`src/rtl/f2f_cmd_packer.sv`:
```
// f2f_cmd_packer: frames one conversion request as a header word plus one or
// two payload words and writes them into the converter's 48-bit input FIFO,
// stalling on fifo_full without dropping or repeating any word.
module f2f_cmd_packer #(
   parameter logic [3:0] SYNC_HDR = 4'hA,
   parameter logic [3:0] SYNC_PAY = 4'h5
) (
   input  logic        clk,
   input  logic        rstn,
   input  logic        req_valid,
   output logic        req_ready,
   input  logic [1:0]  req_app,
   input  logic [2:0]  req_size,
   input  logic [79:0] req_data,
   input  logic        fifo_full,
   output logic        fifo_wren,
   output logic [47:0] fifo_din,
   output logic        err,
   output logic [15:0] tag
);

   localparam logic [1:0] S_IDLE = 2'd0;
   localparam logic [1:0] S_HDR  = 2'd1;
   localparam logic [1:0] S_PAY0 = 2'd2;
   localparam logic [1:0] S_PAY1 = 2'd3;

   logic [1:0]  state;
   logic [1:0]  state_nxt;
   logic [1:0]  app_cap;
   logic [2:0]  size_cap;
   logic [79:0] data_cap;
   logic [15:0] tag_cnt;
   logic [15:0] tag_nxt;
   logic        err_reg;
   logic        accept;
   logic        legal;
   logic [39:0] chunk0;
   logic [39:0] chunk1;

   // A request is legal only for the two defined directions and three sizes.
   assign legal     = !req_app[1] &&
                      ((req_size == 3'b001) || (req_size == 3'b010) || (req_size == 3'b011));
   assign accept    = (state == S_IDLE) && req_valid;
   assign req_ready = (state == S_IDLE);
   // Every non-idle state has exactly one word pending; it goes out when the FIFO has room.
   assign fifo_wren = (state != S_IDLE) && !fifo_full;
   assign err       = err_reg;
   assign tag       = tag_cnt;

   // Split the captured operand into the 40-bit payload fields.
   always_comb begin
      chunk0 = {8'h00, data_cap[31:0]};
      chunk1 = {8'h00, data_cap[31:0]};
      case (size_cap)
         3'b010: chunk0 = {8'h00, data_cap[63:32]};
         3'b011: begin
            chunk0 = data_cap[79:40];
            chunk1 = data_cap[39:0];
         end
         default: ;
      endcase
   end

   // Select the word presented to the FIFO; it depends only on state and captured fields.
   always_comb begin
      fifo_din = '0;
      case (state)
         S_HDR:   fifo_din = {SYNC_HDR, app_cap, size_cap, 23'h0, tag_cnt};
         S_PAY0:  fifo_din = {SYNC_PAY, 4'h0, chunk0};
         S_PAY1:  fifo_din = {SYNC_PAY, 4'h1, chunk1};
         default: ;
      endcase
   end

   // Advance the frame only on an edge where the current word is written.
   always_comb begin
      state_nxt = state;
      tag_nxt   = tag_cnt;
      case (state)
         S_IDLE: if (accept && legal) state_nxt = S_HDR;
         S_HDR: if (fifo_wren) begin
            state_nxt = S_PAY0;
            tag_nxt   = tag_cnt + 16'd1;
         end
         S_PAY0: if (fifo_wren) state_nxt = (size_cap == 3'b001) ? S_IDLE : S_PAY1;
         S_PAY1: if (fifo_wren) state_nxt = S_IDLE;
         default: state_nxt = S_IDLE;
      endcase
   end

   // Control state: frame position, tag counter and the illegal-request pulse.
   always_ff @(posedge clk or negedge rstn) begin
      if (!rstn) begin
         state   <= S_IDLE;
         tag_cnt <= '0;
         err_reg <= 1'b0;
      end else begin
         state   <= state_nxt;
         tag_cnt <= tag_nxt;
         err_reg <= accept && !legal;
      end
   end

   // Operand capture; held unchanged for the whole frame since accept only fires in idle.
   always_ff @(posedge clk) begin
      if (accept) begin
         app_cap  <= req_app;
         size_cap <= req_size;
         data_cap <= req_data;
      end
   end

endmodule
```
`config.mk`:
```
export PLATFORM = sky130hd
export DESIGN_NAME = f2f_cmd_packer
export DESIGN_NICKNAME = d
export VERILOG_FILES = /design/src/rtl/f2f_cmd_packer.sv
export SDC_FILE = /design/constraint.sdc
export NUM_CORES = 1
export LEC_CHECK = 0
export CORE_ASPECT_RATIO = 0.9
export CORE_UTILIZATION = 44
export CTS_CLUSTER_DIAMETER = 150
export CTS_CLUSTER_SIZE = 14
export DETAILED_ROUTE_END_ITERATION = 10
export DONT_BUFFER_PORTS = 1
export SYNTH_ARGS = -nofsm -noshare
export SYNTH_HDL_FRONTEND = slang
export SYNTH_SLANG_ARGS = --single-unit
```
`constraint.sdc`:
```
create_clock -name clk -period 3.05 [get_ports clk]
set_input_delay 0.61 -clock clk [delete_from_list [all_inputs] [get_ports clk]]
set_output_delay 0.61 -clock clk [all_outputs]
set_load 0.1 [all_outputs]
```
# --- Word-level counts from Yosys, hierarchy flattened ---
# Cells that the tools add are included.
classes:
  add_sub_neg: 1
  n_eq_ne: 13
  n_mux: 9
  reduce_logical: 14
ops:
  columns: ["cell", "count"]
  rows:
  - ["48-bit one-hot mux with 3 select lines", 1]
  - ["40-bit one-hot mux with 2 select lines", 1]
  - ["40-bit two-way mux", 1]
  - ["16-bit by 1-bit adder with 16-bit output, second input constant", 1]
  - ["3-bit by 2-bit equality test with 1-bit output, second input constant", 4]
  - ["2-bit two-way mux", 5]
  - ["2-bit one-hot mux with 4 select lines", 1]
  - ["3-bit by 1-bit equality test with 1-bit output, second input constant", 2]
  - ["2-bit != test, second input constant", 3]
  - ["1-bit logical AND", 5]
  - ["2-bit equality test, second input constant", 2]
  - ["4-bit AND reduction", 1]
  - ["1-bit zero test", 3]
  - ["2-bit by 1-bit equality test with 1-bit output, second input constant", 1]
  - ["2-bit zero test", 1]
  - ["1-bit logical OR", 2]
  - ["2-bit by 1-bit != test with 1-bit output, second input constant", 1]
  - ["2-bit AND reduction", 1]
  - ["2-bit nonzero test", 1]
word_totals:
  ff_bits: 104
  inputBits: 89
  out_inout_bits: 67

# --- Longest topological paths before layout ---
depth:
  depth_word: 7
  mapped_depth: 6

# --- Least setup slack after synthesis ---
# Ideal clock, no wire load.
synth_timing:
  path_kind: "reg2reg"
  startpoint: "register state[0]"
  endpoint: "register app_cap[0] (enable)"
  setup_time_ns: 0.452
  arrival_ns: 4.019
  setup_slack_ns: -1.421
  stages_incl_launch_ff: 4
  n_path_buf: 1
  synth_period_minus_slack_ns: 4.471
  path_cell_list: "dfrtp_1 > buf_2 > nor2_1 > and2_1"
synth_via:
  elab_chain_cells: 2
synth_rtl:
  columns: ["element", "line_no", "rtl"]
  rows:
  - ["start: declaration", "27", "logic [1:0] state;"]
  - ["start signal: assignment", "98", "state <= state_nxt;"]
  - ["2-bit zero test", null, null]
  - ["net req_ready", "11", "output logic req_ready,"]
  - ["1-bit logical AND", "43", "assign accept = (state == S_IDLE) && req_valid;"]
  - ["net accept", "35", "logic accept;"]
  - ["end signal: assignment", "107", "app_cap <= req_app;"]
  - ["end: declaration", "29", "logic [1:0] app_cap;"]
# The timed path passes the listed nets, and every way through them passes these cells.
# A chain may end at the register's enable or synchronous reset.

# --- Worst setup path after layout ---
layout_timing:
  startpoint: "register size_cap[2]"
  endpoint: "output port fifo_din[5]"
layout_via:
  elab_chain_cells: 3
  word_cells_on_any_way: 4
layout_rtl:
  columns: ["element", "line_no", "rtl"]
  rows:
  - ["start: declaration", "30", "logic [2:0] size_cap;"]
  - ["start signal: assignment", "108", "size_cap <= req_size;"]
  - ["3-bit by 2-bit equality test with 1-bit output", "54", "case (size_cap)"]
  - ["40-bit one-hot mux with 2 select lines *", "54", null]
  - ["48-bit one-hot mux with 3 select lines *", "67", "case (state)"]
  - ["end: declaration", "17", "output logic [47:0] fifo_din,"]
# Mark *: on every way between the ends. The rest lies on a longest branch, timed or not.

==> out/metrics.yaml <==
dp_hpwl_mm: 7.622
htreeDepth: 3
cts_tree: "yes"
drtPass1Iterations: 4
cts_setup_buffers: 0
start_util: 0.4629
largest-register: "data_cap"
grt_overflow: 0
largest_register_ffs: 80
worst_pin_slew_ps: 939.3
cts-root-buf: "clkbuf_16"
setup_tns_ps: 0
timing.rr.start: "state[0]$_DFFE_PN0P_"
critPathSlowestCell: "or2_1"
crit_buf_inv: 1
worstHoldEndpoint: "app_cap[0]$_DFFE_PP_"
status: "complete, no violations"
grt_pass1_wl_mm: 15.93
synth_area_mm2: 0.004568
fin_worst_skew_ps: 7.879
cp_data_required_time_ps: 2440
min_path_cells: 0
synth_edf_count: 85
finalCritPeriodShare: 0.9738
slew_headroom: 0.3718
drt_iter0_markers: 95
yosysWarnings: 0
vdd_drop_max_v: 0.0006741
grt_max_degree: 48
track_usage: 0.2011
fp-row-count: 34
die_w_um: 109.4
via_per_inst: 5.469
finalSetupViolCount: 0
cp-start-kind: "flip-flop"
worstPathCellList: "nand2b_4 -> or2_1 -> o21ai_0 -> a22o_1 -> buf_12"
netlist_instances: 324
final_util: 0.5996
power.leakage_nw: 2.443
cts_buffers: 9
hold_path.class: "in -> reg"
drive_gt1_frac: 0.2732
antenna_left: 0
min_from: "req_app[0]"
hold_slack_ps: 362.9
io_pins: 156
finalMaxSlewViolations: 0
rr_endpoint: "data_cap[16]$_DFFE_PP_"
die_h_um: 98.67
crit_fanout: 18
nets: 473
place.gp.congestion: 0.8167
worstSetupPathType: "reg -> out"
grt_setup_unrepaired: "false"
max_freq_mhz: 336.7
placed_area_mm2: 0.005595
drt-wirelength-per-cell_um: 20.10
dr_total_vias: 2811
ff2ff_setup_slack_ps: 910
yosysUniqueCellTypes: 38
antenna_found_initial: 0
grt_pass1_vias: 2910
cts_max_path_buffers: 2
synth_fp_nets: 414
maxCapViolations: 0
clk_pin_slew_ps: 70
worstSkewPairLatency_ps: 340
dieArea_mm2: 0.01079
cts_sinks: 104
min_period_ps: 2970
powerDensity_mw_per_mm2: 1235
fin_area_mm2: 0.005918
antenna_cells: 0
yosysSeqAreaShare: 0.6628
ys.flop_type: "edfxtp_1"
coreArea_mm2: 0.009869
hold_viol: 0
slowest_delay_ps: 470
crit_arrival_ps: 2360
power_mw: 7.307
crit_family: "simple AND/OR/NAND/NOR gates"
ys_ff_latch: 104
port_buffers: 0
reg2reg_depth: 4
drc_errors: 0
wl_mm: 10.33
syn_area_per_cell_um2: 14.10
cp-end-kind: "primary output"
synthArstFlopShare: 0.1827
area_delta_synth_final_pct: 29.55
-- area by class of cell --
class                   count  area, um2
well taps                 126      157.7
repair buffers             71      960.9
inverters                   4      15.01
multi-input cells         193       1440
flip-flops and latches    104       3032
clock buffers               9      225.2
clock inverters             7      87.58
fillers                   771       3951
-- synth_stat cells (2+ instances only) --
master | instances | area (um2)
xnor2_1 | 7 | 61.31
nor2_1 | 18 | 67.56
o21ai_1 | 10 | 50.05
buf_2 | 10 | 50.05
a22o_1 | 16 | 140.1
xor2_1 | 8 | 70.07
nor3_2 | 2 | 20.02
and4_1 | 3 | 26.28
and2_1 | 5 | 31.28
nand4_1 | 2 | 12.51
edfxtp_1 | 85 | 2552
nor2b_1 | 2 | 12.51
o21ai_0 | 24 | 120.1
buf_4 | 4 | 30.03
mux2i_1 | 40 | 400.4
nand2_1 | 22 | 82.58
buf_1 | 2 | 7.510
nand3_1 | 3 | 15.01
dfrtp_1 | 19 | 475.5
inv_1 | 4 | 15.01
clkbuf_1 | 6 | 22.52
o211a_1 | 16 | 160.2
-- worst max-delay path by stage --
| stage | to | from | slack [ps] | depth (start not counted) |
|---|---|---|---|---|
| floorplan | fifo_din[11] | state[1]$_DFFE_PN0P_ | 0.8 | 3 |
| global placement | fifo_din[14] | size_cap[2]$_DFFE_PP_ | 460 | 5 |
| detailed placement | fifo_din[14] | size_cap[2]$_DFFE_PP_ | 400 | 5 |
| CTS | fifo_din[14] | size_cap[2]$_DFFE_PP_ | 30 | 5 |
| global route | fifo_din[39] | state[1]$_DFFE_PN0P_ | 0.2 | 3 |
| finish | fifo_din[5] | size_cap[2]$_DFFE_PP_ | 80 | 5 |
-- routing by layer --
metal  GRT usage  wire length, um  up-vias
li1            -                -     1337
met1      0.2609             4444     1356
met2      0.3285             5015      110
met3     0.06085              761        8
met4     0.05333              107        0
met5           0                0        -
-- metrics by stage --
step	worst slack [ps]	std cells
after floorplan	0.8140	324
after global placement	458.3	497
after detailed placement	399.9	497
after CTS	33.24	514
after global routing	0.2023	514
final	79.92	514
-- where the power goes --
part / total (mW) / internal [mW] / switching (mW) / leakage (nW)
combinational: 4.01 / 1.16 / 2.85 / 1.26
sequential: 2.11 / 1.87 / 0.236 / 1.03
clock: 1.19 / 0.657 / 0.533 / 0.154
total: 7.31 / 3.69 / 3.61 / 2.44
-- kinds of logic after synthesis --
logic type	Yosys count	share of synthesized area
compound gates	70	0.1093
mux	41	0.09011
xor+xnor	15	0.02876
flops	104	0.6628
fa+ha+maj	1	0.002739
simple gates	66	0.07642
buf+inv	27	0.02985
-- cells in the final DEF, fill, tap and decap left out, types with 2 or more instances in the layout --
cell and n:
xor2_1 8, o21ai_1 12, nor3_2 2, nor2b_1 2
buf_4 36, and2_1 4, buf_12 34, and4_1 3
o21ai_0 21, nand4_1 2, clkinv_4 2, a22o_1 16
mux2i_1 40, inv_6 2, inv_1 4, edfxtp_1 85
clkbuf_16 9, dfrtp_1 18, nor2_2 10, xnor2_1 7
nand3_1 3, o211a_1 16, nand2_1 22, inv_8 2
nor2_1 8
-- timing repair --
| action | CTS | global route |
|---|---|---|
| hold endpoints to repair | 19 | 0 |
| resized for setup | 0 | 2 |
| hold buffers | 1 | 0 |
| endpoints found under the setup margin | 0 | 2 |
Power figures use the tool's default switching activity.
